<file path="src/rtl/wb_cmd_master.sv">
// Wishbone classic initiator: one bus cycle per valid/ready command, with an
// optional ack/err timeout, and one response per command on a valid/ready channel.
module wb_cmd_master #(
  parameter int AW      = 32,
  parameter int DW      = 32,
  parameter int TIMEOUT = 255
) (
  input  logic            wb_clk_i,
  input  logic            wb_rst_n_i,
  input  logic            cmd_valid_i,
  output logic            cmd_ready_o,
  input  logic            cmd_we_i,
  input  logic [AW-1:0]   cmd_adr_i,
  input  logic [DW-1:0]   cmd_dat_i,
  input  logic [DW/8-1:0] cmd_sel_i,
  output logic            rsp_valid_o,
  input  logic            rsp_ready_i,
  output logic [DW-1:0]   rsp_dat_o,
  output logic            rsp_err_o,
  output logic            rsp_timeout_o,
  output logic            busy_o,
  output logic            wbm_cyc_o,
  output logic            wbm_stb_o,
  output logic            wbm_we_o,
  output logic [DW/8-1:0] wbm_sel_o,
  output logic [AW-1:0]   wbm_adr_o,
  output logic [DW-1:0]   wbm_dat_o,
  input  logic [DW-1:0]   wbm_dat_i,
  input  logic            wbm_ack_i,
  input  logic            wbm_err_i
);

  localparam int SW = DW / 8;
  localparam int CW = (TIMEOUT > 0) ? (($clog2(TIMEOUT + 1) > 0) ? $clog2(TIMEOUT + 1) : 1) : 1;
  localparam logic [CW-1:0] CNT_LAST = CW'((TIMEOUT > 0) ? (TIMEOUT - 1) : 0);
  localparam logic [CW-1:0] CNT_MAX  = {CW{1'b1}};
  localparam logic [CW-1:0] CNT_ONE  = CW'(1);

  typedef enum logic [1:0] {
    S_IDLE = 2'd0,
    S_BUS  = 2'd1,
    S_RESP = 2'd2
  } state_e;

  state_e          state_q, state_d;
  logic [CW-1:0]   cnt_q, cnt_d;
  logic            cyc_q, cyc_d;
  logic            we_q, we_d;
  logic [AW-1:0]   adr_q, adr_d;
  logic [DW-1:0]   dat_q, dat_d;
  logic [SW-1:0]   sel_q, sel_d;
  logic            rsp_valid_q, rsp_valid_d;
  logic [DW-1:0]   rsp_dat_q, rsp_dat_d;
  logic            rsp_err_q, rsp_err_d;
  logic            rsp_to_q, rsp_to_d;
  logic            term_s;

  always_comb begin
    state_d     = state_q;
    cnt_d       = cnt_q;
    cyc_d       = cyc_q;
    we_d        = we_q;
    adr_d       = adr_q;
    dat_d       = dat_q;
    sel_d       = sel_q;
    rsp_valid_d = rsp_valid_q;
    rsp_dat_d   = rsp_dat_q;
    rsp_err_d   = rsp_err_q;
    rsp_to_d    = rsp_to_q;
    term_s      = 1'b0;
    case (state_q)
      S_IDLE: begin
        if (cmd_valid_i) begin
          we_d    = cmd_we_i;
          adr_d   = cmd_adr_i;
          dat_d   = cmd_dat_i;
          sel_d   = cmd_sel_i;
          cyc_d   = 1'b1;
          cnt_d   = '0;
          state_d = S_BUS;
        end else begin
          state_d = S_IDLE;
        end
      end
      S_BUS: begin
        // err outranks ack, and both outrank the timeout
        if (wbm_err_i) begin
          term_s    = 1'b1;
          rsp_err_d = 1'b1;
          rsp_to_d  = 1'b0;
          rsp_dat_d = '0;
        end else if (wbm_ack_i) begin
          term_s    = 1'b1;
          rsp_err_d = 1'b0;
          rsp_to_d  = 1'b0;
          rsp_dat_d = we_q ? '0 : wbm_dat_i;
        end else if ((TIMEOUT != 0) && (cnt_q == CNT_LAST)) begin
          term_s    = 1'b1;
          rsp_err_d = 1'b1;
          rsp_to_d  = 1'b1;
          rsp_dat_d = '0;
        end else if (cnt_q != CNT_MAX) begin
          cnt_d = cnt_q + CNT_ONE;
        end else begin
          cnt_d = cnt_q;
        end
        if (term_s) begin
          cyc_d       = 1'b0;
          we_d        = 1'b0;
          rsp_valid_d = 1'b1;
          state_d     = S_RESP;
        end else begin
          state_d = S_BUS;
        end
      end
      S_RESP: begin
        if (rsp_ready_i) begin
          rsp_valid_d = 1'b0;
          state_d     = S_IDLE;
        end else begin
          state_d = S_RESP;
        end
      end
      default: begin
        cyc_d       = 1'b0;
        we_d        = 1'b0;
        rsp_valid_d = 1'b0;
        state_d     = S_IDLE;
      end
    endcase
  end

  always_ff @(posedge wb_clk_i or negedge wb_rst_n_i) begin
    if (!wb_rst_n_i) begin
      state_q     <= S_IDLE;
      cnt_q       <= '0;
      cyc_q       <= 1'b0;
      we_q        <= 1'b0;
      adr_q       <= '0;
      dat_q       <= '0;
      sel_q       <= '0;
      rsp_valid_q <= 1'b0;
      rsp_dat_q   <= '0;
      rsp_err_q   <= 1'b0;
      rsp_to_q    <= 1'b0;
    end else begin
      state_q     <= state_d;
      cnt_q       <= cnt_d;
      cyc_q       <= cyc_d;
      we_q        <= we_d;
      adr_q       <= adr_d;
      dat_q       <= dat_d;
      sel_q       <= sel_d;
      rsp_valid_q <= rsp_valid_d;
      rsp_dat_q   <= rsp_dat_d;
      rsp_err_q   <= rsp_err_d;
      rsp_to_q    <= rsp_to_d;
    end
  end

  // cyc and stb always move together in classic single-cycle transfers
  assign wbm_cyc_o     = cyc_q;
  assign wbm_stb_o     = cyc_q;
  assign wbm_we_o      = we_q;
  assign wbm_adr_o     = adr_q;
  assign wbm_dat_o     = dat_q;
  assign wbm_sel_o     = sel_q;
  assign rsp_valid_o   = rsp_valid_q;
  assign rsp_dat_o     = rsp_dat_q;
  assign rsp_err_o     = rsp_err_q;
  assign rsp_timeout_o = rsp_to_q;
  assign cmd_ready_o   = (state_q == S_IDLE);
  assign busy_o        = (state_q != S_IDLE);

endmodule
</file>
<file path="config.mk">
export PLATFORM = sky130hd
export DESIGN_NAME = wb_cmd_master
export DESIGN_NICKNAME = d
export VERILOG_FILES = /design/src/rtl/wb_cmd_master.sv
export SDC_FILE = /design/constraint.sdc
export NUM_CORES = 1
export LEC_CHECK = 0
export ABC_AREA = 1
export ABC_CLOCK_PERIOD_IN_PS = 2050
export BUFFER_PORTS_ARGS = -buffer_cell sky130_fd_sc_hd__buf_2
export CAP_MARGIN = 20
export CORE_MARGIN = 2
export CORE_UTILIZATION = 47
export CTS_CLUSTER_DIAMETER = 80
export DETAILED_ROUTE_END_ITERATION = 8
export HOLD_SLACK_MARGIN = 0.15
export MAX_ROUTING_LAYER = met4
export PLACE_DENSITY = 0.87
export SKIP_CTS_REPAIR_TIMING = 1
export SLEW_MARGIN = 20
export SYNTH_ARGS = -nofsm -noshare
export SYNTH_HDL_FRONTEND = slang
export SYNTH_SLANG_ARGS = --single-unit
</file>
<file path="constraint.sdc">
create_clock -name wb_clk_i -period 2.05 [get_ports wb_clk_i]
set_input_delay 0.41 -clock wb_clk_i [delete_from_list [all_inputs] [get_ports wb_clk_i]]
set_output_delay 0.41 -clock wb_clk_i [all_outputs]
set_load 0.005 [all_outputs]
</file>
Yosys cells after proc, flatten, opt, wreduce, memory -nomap -nowiden

Index checks and enable logic that the tools add are counted.

ROM bits: 0
Input port bits: 107
Memory bits (writable): 0
Word-level logic and storage cells: 64
Output and inout bits: 108
Flip-flop bits (word level): 115
Memories kept: 0
Bits in latches: 0

Magnitude comparators: 0
Multiply operators: 0
Reduce and logical (&&, ||, !) cells: 9
Shifts and indexed selects: 0
Add/subtract/negate cells: 1
Bitwise gates (word level): 2
Div/mod/pow operators: 0
Eq/ne operators: 11
Mux-type cells: 30

Operators with widths:

| operator                                       | number |
|---|---|
| two-way mux 32 bit                             | 4 |
| two-way mux 8 bit                              | 5 |
| one-hot mux 8 bit (2 select lines)             | 1 |
| two-way mux 1 bit                              | 14 |
| != test 2 bit (second input constant)          | 7 |
| one-hot mux 1 bit (3 select lines)             | 3 |
| adder 8 x 1 -> 8 bit (second input constant)   | 1 |
| == test 8 bit (second input constant)          | 1 |
| != test 8 bit (second input constant)          | 1 |
| one-hot mux 2 bit (3 select lines)             | 1 |
| AND reduction 3 bit                            | 2 |
| AND reduction 6 bit                            | 1 |
| two-way mux 2 bit                              | 2 |
| AND reduction 2 bit                            | 2 |
| nonzero test 2 bit                             | 2 |
| nonzero test 3 bit                             | 1 |
| == test 2 x 1 -> 1 bit (second input constant) | 1 |
| == test 2 bit (second input constant)          | 1 |
| zero test 2 bit                                | 1 |
| NOT 1 bit                                      | 2 |

Depth between registers and ports, before layout

Gate-level depths: netlist of run 1.

Depth after elaboration: 7
Mapped depth: 11
Depth with buffers taken out: 9

Worst setup path before layout of run 1

Ideal clock, no wire load.

Path kind: reg2reg
From: register cnt_q[0]
To: register rsp_dat_q[27], in the netlist rsp_dat_o[27]
Arrival time: 1.309 ns
Path slack: 0.620 ns
Path buffers: 2
Period minus slack after synthesis: 1.430 ns
Cell stages (with the launch flop): 12
Setup time: 0.121 ns
Required time: 1.929 ns
Cells stage by stage: dfrtp_1 > inv_1 > ha_1 > nand3_1 > inv_1 > nand2_2 > nand2_2 > nand2_2 > buf_6 > buf_6 > nand2_1 > o21ai_1

Longest elaborated chain between the ends: 3

Ends and longest elaborated chain:

| what                          | RTL line | source |
|---|---|---|
| start: declaration            | 46       | `logic [CW-1:0] cnt_q, cnt_d;` |
| start signal: assignment      | 148      | `cnt_q <= cnt_d;` |
| == test 8 bit                 | 97       | `end else if ((TIMEOUT != 0) && (cnt_q == CNT_LAST)) begin` |
| nonzero test 3 bit (no line)  | --       |  |
| AND reduction 2 bit (no line) | --       |  |
| end signal: assignment        | 155      | `rsp_dat_q <= rsp_dat_d;` |
| end: declaration              | 53       | `logic [DW-1:0] rsp_dat_q, rsp_dat_d;` |

No other way between the ends.
A chain may end at the register's enable or synchronous reset.

Worst setup path after layout of run 1

From: register state_q[1]
To: output port busy_o

Longest elaborated chain between the ends: 1

Ends and longest elaborated chain:

| what                     | RTL line | source |
|---|---|---|
| start: declaration       | 45       | `state_e state_q, state_d;` |
| start signal: assignment | 147      | `state_q <= state_d;` |
| nonzero test 2 bit       | 173      | `assign busy_o = (state_q != S_IDLE);` |
| end: declaration         | 21       | `output logic busy_o,` |

No other way between the ends.

==> impl_metrics.tcl, run 1 <==
set metrics [dict create \
    outcome "finished clean" \
    routed_wl_um 12500 \
    worstPathArrival_ns 1.26 \
    ir_worst_vdd_v 0.000790 \
    synth-seq-cells 115 \
    fp.dieArea_sq_mm 0.0107 \
    fin_nets 784 \
    hold_viol 0 \
    crit_path_start_kind "flip-flop" \
    place_ws_ns 0.415 \
    end_kind "primary output" \
    slowest_stage "dfrtp_1" \
    worstHoldEndpoint "wbm_adr_o[4]$_DFFE_PN0P_" \
    path_class "reg2out" \
    reg2regPathDepth 10 \
    drive_above_1_share_pct 48.0 \
    drc_errors 0 \
    synth.area.top_cells "dfrtp_1, mux2_2, nand2_1, o21ai_0, nand3_1" \
    cts-root-buf "clkbuf_8" \
    slew_viol_final 0 \
    clk_pin_slew_ns 0.05 \
    place_inst 729 \
    wl_met3_um 785 \
    reg2reg_slack_ns 0.39 \
    grt_usage_pct 19.9 \
    cp_max_fo 4 \
    antenna_left 0 \
    port_buffers 214 \
    coreArea_sq_mm 0.00968 \
    critPathTopFamily "flip-flops" \
    hold_path.startpoint "cmd_adr_i[4]" \
    r2r_start "cnt_q[0]$_DFFE_PN0P_" \
    first_global_vias 3598 \
    clockBufferDepth 2 \
    clock_skew_ns 0.00744 \
    post-route-period-util_pct 81.4 \
    cp-startpoint "state_q[1]$_DFF_PN0_" \
    worstReg2RegEnd "rsp_dat_o[15]$_DFFE_PN0P_" \
    hpwl_um 7590 \
    synth_common_cells "dfrtp_1, nand2_1, mux2_2" \
    syn2layout_area_growth_pct 51.3 \
    cts_sinks 115 \
    ys_types 22 \
    met1_length_um 4910 \
    routed-wl-met2_um 6510 \
    grt_pass1_wl_um 16000 \
    place.gp.congestion 0.877 \
    die_h_um 103 \
    dr.pass1.iters 4 \
    hold_class "in2reg" \
    fin_setup_tns_ns 0 \
    antenna_cells 0 \
    antenna_found_initial 0 \
    fillers 643 \
    avgSynthCellArea_sq_um 11.8 \
    fp-row-count 36 \
    ys_seq_area_share_pct 61.9 \
    rsz0062_at_grt "no" \
    cpPeakStageDelay_ns 0.43 \
    crit_path_cell_trace "nor2_4, inv_1, buf_2" \
    multi_input_area_sq_mm 0.00161 \
    p_per_area_mw_per_mm2 1400 \
    grt_max_degree 116 \
    die_w_um 103 \
    routedWlPerCell_um 15.2 \
    cts_inserted_buffers 17 \
    holdPathStages 2 \
    min_period_ns 1.67 \
    finalNonFillerCells 821 \
    synth_edf_count 0 \
    cts_tree "built" \
    max_freq_mhz 599 \
    synth_cells 395 \
    fin_ws_ns 0.380 \
    p_leak_nw 3.55 \
    grt_overflow 0 \
    syn-cell-area_sq_mm 0.00465 \
    maxCapViolations 0 \
    viasPerCell 4.83 \
    htree_num_levels 4 \
    ys.flop_type "dfrtp_1" \
    synth_top_area_share_pct 61.9 \
    top_layer "met4" \
    whs_ns 0.160 \
    synth_top_cell_by_area "dfrtp_1" \
    required_ns 1.64 \
    worst_pin_slew_ns 0.614 \
    via_count 3962 \
    slew_headroom_pct 59.1 \
    initial_utilization_pct 48.0 \
    syn_nets 504 \
    setup_viol 0 \
    clk_latency_ns 0.49 \
    drtIter0Drc 100 \
    layout.area.seq_sq_mm 0.00288 \
    crit_buf_inv 2 \
    async_flop_share_pct 100 \
    yosys.cell_count.top_type "dfrtp_1" \
    yosysWarnings 0 \
    pin_count 215 \
]
worst reg2reg max path: cells and delay by family (launching register included):
kind,cells,cell delay [ns]
and+or+nand+nor,5,0.50
buffers and inverters,3,0.42
DFF,1,0.38
adders and majority gates,1,0.21
AOI/OAI and AO/OA,1,0.09
placed cells by master (no fill, tap or decap):
| master | instances |
|---|---|
| nor3b_1 | 1 |
| buf_12 | 4 |
| mux2_2 | 65 |
| o21ai_1 | 4 |
| nand3b_1 | 1 |
| clkinv_4 | 2 |
| nor2_1 | 9 |
| clkbuf_16 | 16 |
| buf_2 | 213 |
| clkbuf_8 | 1 |
| dlygate4sd3_1 | 60 |
| nand3_1 | 16 |
| nor2_2 | 1 |
| o21ai_0 | 26 |
| inv_6 | 1 |
| dfrtp_1 | 115 |
| mux2_1 | 3 |
| o21bai_1 | 1 |
| nand2_4 | 1 |
| nor2_4 | 2 |
| o21ai_2 | 6 |
| nand2_1 | 101 |
| clkbuf_1 | 2 |
| inv_1 | 14 |
| clkinv_2 | 4 |
| nand2_2 | 5 |
| buf_4 | 3 |
| bufinv_16 | 2 |
| ha_1 | 2 |
| xor2_1 | 2 |
| xnor2_1 | 1 |
| clkinvlp_4 | 4 |
logic make-up after synthesis:
kind of cell	share of synthesized area, %
AO/OA/AOI/OAI	4.52
XOR/XNOR	0.565
adder cells (fa/ha/maj)	0.538
buffers and inverters	3.69
flip-flops	61.9
multiplexers	16.5
AND/OR/NAND/NOR	12.3
where the power goes:
group	switching, W	leakage (nW)	internal [W]
sequential	0.000594	1.43	0.00329
combinational	0.00150	1.86	0.00176
clock	0.00101	0.264	0.00172
state kept, by name, indices dropped and copies added (netlist names):
name           flops
wbm_sel_o          4
rsp_timeout_o      1
wbm_we_o           1
state_q            2
rsp_err_o          1
rsp_valid_o        1
wbm_adr_o         32
rsp_dat_o         32
cnt_q              8
wbm_cyc_o          1
wbm_dat_o         32
per-stage QoR:
step           power [W]  util, %  cell area, sq um
3_3_place_gp     0.00683     60.6              5870
5_1_grt           0.0105     72.6              7030
3_5_place_dp     0.00699     60.6              5870
2_1_floorplan    0.00546        -              4650
4_1_cts          0.00978     66.4              6430
6_report         0.00987     72.6              7030
how the worst max path moves through the flow:
stage / to / slack (ns) / cells past startpoint
6_report: busy_o / 0.38 / 3
5_1_grt: rsp_dat_o[18]$_DFFE_PN0P_ / 0.21 / 10
4_1_cts: busy_o / 0.34 / 3
3_5_place_dp: rsp_dat_o[14]$_DFFE_PN0P_ / 0.41 / 10
3_3_place_gp: rsp_dat_o[26]$_DFFE_PN0P_ / 0.51 / 9
2_1_floorplan: rsp_dat_o[27]$_DFFE_PN0P_ / 0.62 / 11
metal layers:
metal	track usage, %	vias to the layer above
met5	-	-
met4	8.10	0
met3	5.04	25
met2	33.9	173
met1	22.5	1897
li1	-	1867
area by class of cell:
cell class | instances | share of cell area (%)
Clock inverter | 13 | 1.94
Clock buffer | 19 | 6.00
Tap cell | 133 | 2.37
Sequential cell | 115 | 40.9
Timing Repair Buffer | 280 | 25.2
Inverter | 14 | 0.747
Multi-Input combinational cell | 247 | 22.9
(Power assumes the default switching activity.)
==> inputs of run 2 (changes only) <==
--- a/config.mk
+++ b/config.mk
@@ -5,17 +5,17 @@
 export SDC_FILE = /design/constraint.sdc
 export NUM_CORES = 1
 export LEC_CHECK = 0
-export ABC_AREA = 1
-export ABC_CLOCK_PERIOD_IN_PS = 2050
+export ABC_AREA = 0
+export ABC_CLOCK_PERIOD_IN_PS = 1450
 export BUFFER_PORTS_ARGS = -buffer_cell sky130_fd_sc_hd__buf_2
 export CAP_MARGIN = 20
 export CORE_MARGIN = 2
-export CORE_UTILIZATION = 47
+export CORE_UTILIZATION = 42
 export CTS_CLUSTER_DIAMETER = 80
 export DETAILED_ROUTE_END_ITERATION = 8
 export HOLD_SLACK_MARGIN = 0.15
 export MAX_ROUTING_LAYER = met4
-export PLACE_DENSITY = 0.87
+export PLACE_DENSITY = 0.83
 export SKIP_CTS_REPAIR_TIMING = 1
 export SLEW_MARGIN = 20
 export SYNTH_ARGS = -nofsm -noshare
==> constraint.sdc (replaced) <==
create_clock -name wb_clk_i -period 1.45 [get_ports wb_clk_i]
set_input_delay 0.29 -clock wb_clk_i [delete_from_list [all_inputs] [get_ports wb_clk_i]]
set_output_delay 0.29 -clock wb_clk_i [all_outputs]
set_load 0.005 [all_outputs]
==> run 2 against run 1 <==
Effect of this change: the run now ends with negative setup slack left; design area grew 14%; clock power grew 39%; first-iteration DRC count grew to 3.2 times the previous value; non-clock buffer count grew 64; via count grew 21%; highest routed layer unchanged.
==> impl_metrics.tcl, run 2 <==
set metrics [dict create \
    viasPerCell 4.81 \
    antenna_found_initial 0 \
    via_count 4789 \
    cts_sinks 115 \
    slew_viol_final 0 \
    worstPathArrival_ns 1.90 \
    initial_utilization_pct 43.5 \
    maxCapViolations 0 \
    synth_edf_count 0 \
    clock_skew_ns 0.00613 \
    port_buffers 214 \
    pin_count 215 \
    fillers 729 \
    antenna_left 0 \
    final_cell_mix "nand2_1, buf_2, dfrtp_1" \
    syn_nets 615 \
    required_ns 1.76 \
    coreArea_sq_mm 0.0109 \
    die_h_um 110 \
    drtIter0Drc 318 \
    dpl-instance-area_sq_mm 0.00620 \
    ir_worst_vdd_v 0.00109 \
    hold_viol 0 \
    grt_max_degree 53 \
    drc_errors 0 \
    synth-seq-cells 115 \
    routedWlPerCell_um 15.9 \
    grt_pass1_wl_um 19800 \
    synth.area.top_cells "dfrtp_1, nand2_1, mux2i_1, inv_1, buf_2" \
    grt_usage_pct 20.5 \
    dr.pass1.iters 4 \
    grt_overflow 0 \
    rsz0062_at_grt "yes" \
    yosysWarnings 0 \
    whs_ns 0.133 \
    violations "negative setup slack" \
    crit_path_start_kind "flip-flop" \
    fin_nets 953 \
    clockBufferDepth 2 \
    cts_inserted_buffers 17 \
    place_ws_ns -0.135 \
    drive_above_1_share_pct 35.7 \
    min_period_ns 1.58 \
    fp.dieArea_sq_mm 0.0122 \
    cpPeakStageDelay_ns 0.40 \
    synth_top_area_share_pct 60.5 \
    clk_latency_ns 0.40 \
    cts-root-buf "clkbuf_16" \
    async_flop_share_pct 100 \
    final_core_util_pct 73.0 \
    max_freq_mhz 631 \
    hold_class "in2reg" \
    first_global_vias 4160 \
    place.gp.congestion 0.862 \
    fin_ws_ns -0.134 \
    p_per_area_mw_per_mm2 1920 \
    yosys.cell_count.top_type "nand2_1" \
    syn-cell-area_sq_mm 0.00476 \
    fp-row-count 38 \
    synth_top_cell_by_area "dfrtp_1" \
    ys_seq_area_share_pct 60.5 \
    place_inst 860 \
    slew_headroom_pct 78.4 \
    antenna_cells 0 \
    final_common_cell "nand2_1" \
    synth_common_cells "nand2_1, dfrtp_1, inv_1" \
    final_cell_area_sq_mm 0.00798 \
    hpwl_um 8310 \
    cts_tree "built" \
    finalNonFillerCells 995 \
    clk_pin_slew_ns 0.05 \
    avgSynthCellArea_sq_um 9.40 \
    ys.flop_type "dfrtp_1" \
    cp_max_fo 9 \
    crit_path_cell_trace "inv_2, ha_4, nand4_1, a21oi_4, buf_12, clkbuf_16, mux2i_1" \
    ys_types 35 \
    routed_wl_um 15800 \
    slowest_stage "dfrtp_1" \
    synth_cells 506 \
    outcome "finished with violations" \
    path_class "reg2reg" \
    post-route-period-util_pct 109 \
    worst_pin_slew_ns 0.324 \
    htree_num_levels 4 \
    crit_buf_inv 3 \
    syn2layout_area_growth_pct 67.8 \
    setup_viol 45 \
    p_leak_nw 4.26 \
    end_kind "flip-flop" \
    critPathTopFamily "buffers and inverters" \
    die_w_um 110 \
]
-- run 2: cell types whose count changed in the layout (fill, tap and decap cells not counted), moves of 20 or more --
cell | previous run | this run
buf_4 | 3 | 23
dlygate4sd3_1 | 60 | 85
inv_1 | 14 | 34
mux2_2 | 65 | 0
mux2i_1 | 0 | 31
nand2_1 | 101 | 240
o21ai_0 | 26 | 2
-- run 2: routing by layer --
layer | track usage [%] | vias up | part of all wire, %
met5 | - | - | 0
met4 | 7.50 | 0 | 3.1
met3 | 5.82 | 44 | 5.2
met2 | 32.2 | 197 | 53
met1 | 25.6 | 2297 | 39
li1 | - | 2251 | -
-- run 2: kinds of logic after synthesis --
kind of cell	count (synthesis)	synth area share, %
XOR/XNOR	1	0.184
flip-flops	115	60.5
buffers and inverters	60	5.68
multiplexers	32	6.74
AND/OR/NAND/NOR	269	22.3
adder cells (fa/ha/maj)	2	0.526
AO/OA/AOI/OAI	27	4.05
-- run 2: final timing paths --
kind	start	to	slack, ns	cells past startpoint
max	cnt_q[0]$_DFFE_PN0P_	rsp_dat_o[17]$_DFFE_PN0P_	-0.13	7
min	wbm_dat_i[27]	rsp_dat_o[27]$_DFFE_PN0P_	0.13	3
max reg2reg	cnt_q[0]$_DFFE_PN0P_	rsp_dat_o[17]$_DFFE_PN0P_	-0.13	7
min reg2reg	wbm_adr_o[6]$_DFFE_PN0P_	wbm_adr_o[6]$_DFFE_PN0P_	0.47	2
max in group asynchronous	wb_rst_n_i	wbm_adr_o[12]$_DFFE_PN0P_	0.55	3
min in group asynchronous	wb_rst_n_i	rsp_dat_o[6]$_DFFE_PN0P_	0.34	2
-- run 2: per-stage QoR --
step | total power, W | setup TNS (ns)
global route | 0.0163 | -8.80
CTS | 0.0142 | -4.20
finish | 0.0153 | -3.45
floorplan | 0.00777 | -0.398
detailed placement | 0.0103 | -3.13
global placement | 0.0101 | -0.779
-- run 2: area by class of cell --
type                            count  area, sq um  area share (%)
Tap cell                          140          175            2.20
Multi-Input combinational cell    331         1710            21.4
Clock inverter                      6         55.1           0.690
Timing Repair Buffer              344         2550            32.0
Clock buffer                       24          482            6.04
Sequential cell                   115         2880            36.1
Inverter                           35          131            1.65
-- run 2: where the power goes --
part | leakage, nW | switching, W | total [W] | internal, W
Combinational | 2.53 | 0.00302 | 0.00609 | 0.00307
Clock | 0.269 | 0.00134 | 0.00379 | 0.00245
Sequential | 1.47 | 0.000818 | 0.00545 | 0.00463
-- run 2: worst min-delay path: stages --
cell	delay, ns
buf_2	0.10
nand2_1	0.05
mux2i_1	0.06
==> inputs of run 3 (changes only) <==
--- a/config.mk
+++ b/config.mk
@@ -9,8 +9,10 @@
 export ABC_CLOCK_PERIOD_IN_PS = 1450
 export BUFFER_PORTS_ARGS = -buffer_cell sky130_fd_sc_hd__buf_2
 export CAP_MARGIN = 20
+export CELL_PAD_IN_SITES_DETAIL_PLACEMENT = 1
+export CELL_PAD_IN_SITES_GLOBAL_PLACEMENT = 2
 export CORE_MARGIN = 2
-export CORE_UTILIZATION = 42
+export CORE_UTILIZATION = 24
 export CTS_CLUSTER_DIAMETER = 80
 export DETAILED_ROUTE_END_ITERATION = 8
 export HOLD_SLACK_MARGIN = 0.15
==> run 3 against run 2 <==
Effect of this change: the run still ends with negative setup slack left; hold slack gained 0.043 ns; global-route usage down 6.7 points; routed wire length up 6.7%; register-to-register slack worse by 0.02 ns; sequential power fell by 0.7%; clock skew rose by 0.0015 ns; sequential cell count is the same; critical path type is now reg2out; largest cell class unchanged; highest routed layer unchanged.
==> impl_metrics.tcl, run 3 (synthesis gave the netlist of run 2 again) <==
set metrics [dict create \
    outcome "finished with violations" \
    violations "negative setup slack" \
    min_period_ns 1.61 \
    cts_tree "built" \
    via_count 4745 \
    grt_usage_pct 13.8 \
    clockBufferDepth 2 \
    initial_utilization_pct 24.4 \
    reg2reg_slack_ns -0.15 \
    die_w_um 145 \
    slew_viol_final 0 \
    reg2regPathDepth 7 \
    power_frac_clock_pct 27.8 \
    rsz0062_at_grt "yes" \
    intPower_w 0.0102 \
    p_leak_nw 4.25 \
    die_h_um 145 \
    setup_viol 45 \
    clock_skew_ns 0.00766 \
    coreArea_sq_mm 0.0195 \
    hpwl_um 10200 \
    place.gp.congestion 0.794 \
    max_freq_mhz 620 \
    fp.dieArea_sq_mm 0.0210 \
    fp-row-count 51 \
    routedWlPerCell_um 14.9 \
    hold_path.startpoint "wbm_dat_i[10]" \
    worstPathArrival_ns 1.32 \
    pin_count 215 \
    dr.pass1.iters 4 \
    crit_path_start_kind "flip-flop" \
    crit_path_cell_trace "buf_6, nor2_4, buf_6, inv_2, buf_6" \
    cp_max_fo 4 \
    post-route-period-util_pct 111 \
    port_buffers 214 \
    switching_share_pct 34.3 \
    antenna_cells 0 \
    cts-root-buf "clkbuf_16" \
    dpl-instance-area_sq_mm 0.00637 \
    slowest_stage "dfrtp_1" \
    holdPathStages 3 \
    worst_pin_slew_ns 0.437 \
    syn2layout_area_growth_pct 71.8 \
    path_common_cell "buf_6" \
    htree_num_levels 4 \
    final_cell_mix "nand2_1, buf_2, dfrtp_1" \
    cts_sinks 115 \
    drive_above_1_share_pct 34.7 \
    cts_inserted_buffers 17 \
    final_common_cell "nand2_1" \
    final_cell_area_sq_mm 0.00817 \
    first_global_vias 4300 \
    antenna_found_initial 0 \
    hold_viol 0 \
    antenna_left 0 \
    fin_total_pwr_w 0.0154 \
    end_kind "primary output" \
    ir_worst_vdd_v 0.000809 \
    grt_max_degree 50 \
    viasPerCell 4.21 \
    grt_overflow 0 \
    p_per_area_mw_per_mm2 1890 \
    clk_pin_slew_ns 0.06 \
    hold_class "in2reg" \
    routed_wl_um 16800 \
    path_class "reg2out" \
    r2r_start "cnt_q[0]$_DFFE_PN0P_" \
    fin_ws_ns -0.164 \
    required_ns 1.16 \
    clk_latency_ns 0.40 \
    slew_headroom_pct 70.8 \
    grt_pass1_wl_um 21900 \
    worstReg2RegEnd "rsp_dat_o[2]$_DFFE_PN0P_" \
    drc_errors 0 \
    p_comb_share_pct 37.1 \
    pwr-share-seq_pct 35.0 \
    fin_nets 957 \
    place_ws_ns -0.134 \
    maxCapViolations 0 \
    cpPeakStageDelay_ns 0.40 \
    drtIter0Drc 130 \
    fin_setup_tns_ns -4.87 \
    worstHoldEndpoint "rsp_dat_o[10]$_DFFE_PN0P_" \
    net-switching-power_w 0.00529 \
]
## run 3: cell types whose count changed in the layout (fill, tap and decap cells not counted), moves of 2 or more
| cell | delta |
|---|---|
| buf_4 | -5 |
| dlygate4sd3_1 | +15 |
| clkbuf_8 | -2 |
| bufinv_16 | +2 |
| nand2_4 | -2 |
| nand2_2 | +2 |
| clkinv_4 | +2 |
| clkinvlp_4 | +3 |
| clkbuf_1 | -3 |
| clkbuf_16 | -4 |
## run 3: how the worst max path moves through the flow
stage | slack (ns) | end | start | cells after the start
after floorplan | -0.02 | rsp_dat_o[10]$_DFFE_PN0P_ | cnt_q[3]$_DFFE_PN0P_ | 7
after global placement | -0.13 | cnt_q[7]$_DFFE_PN0P_ | wbm_err_i | 5
after detailed placement | -0.13 | cnt_q[7]$_DFFE_PN0P_ | wbm_err_i | 5
after global routing | -0.25 | rsp_dat_o[2]$_DFFE_PN0P_ | cnt_q[0]$_DFFE_PN0P_ | 7
after CTS | -0.32 | busy_o | state_q[1]$_DFF_PN0_ | 5
final | -0.16 | busy_o | state_q[1]$_DFF_PN0_ | 5
## run 3: routing by layer
layer,up-vias,routed length [um],GRT usage (%)
met5,-,0,-
met4,0,146,3.83
met3,11,987,4.67
met2,150,8660,22.2
met1,2326,7040,16.6
li1,2258,-,-
## run 3: power groups by stage
stage | registers [W] | logic [W] | clock network [W]
global route | 0.00558 | 0.00635 | 0.00458
finish | 0.00541 | 0.00574 | 0.00430
CTS | 0.00537 | 0.00511 | 0.00442
global placement | 0.00535 | 0.00500 | 0
detailed placement | 0.00539 | 0.00511 | 0
floorplan | 0.00552 | 0.00226 | 0
## run 3: area by class of cell
class / count / area, sq um
timing repair buffer: 348 / 2540
sequential: 115 / 2880
clock buffer: 19 / 443
multi-input combinational: 331 / 1690
inverter: 35 / 131
clock inverter: 13 / 159
fill: 2250 / 11300
tap: 265 / 332
## run 3: worst max-delay path, delay by kind of cell (launching register included)
kind | cells | cell delay [ns]
buffers and inverters | 4 | 0.39
and+or+nand+nor | 1 | 0.13
DFF | 1 | 0.40
## run 3: stage by stage
step                      cells  hold WS (ns)  utilization [%]
after floorplan             506      -0.00559                -
after global routing       1126         0.166             42.0
after global placement      987         0.290             32.7
final                      1126         0.176             42.0
after detailed placement    987         0.290             32.7
after CTS                  1019        -0.151             35.8
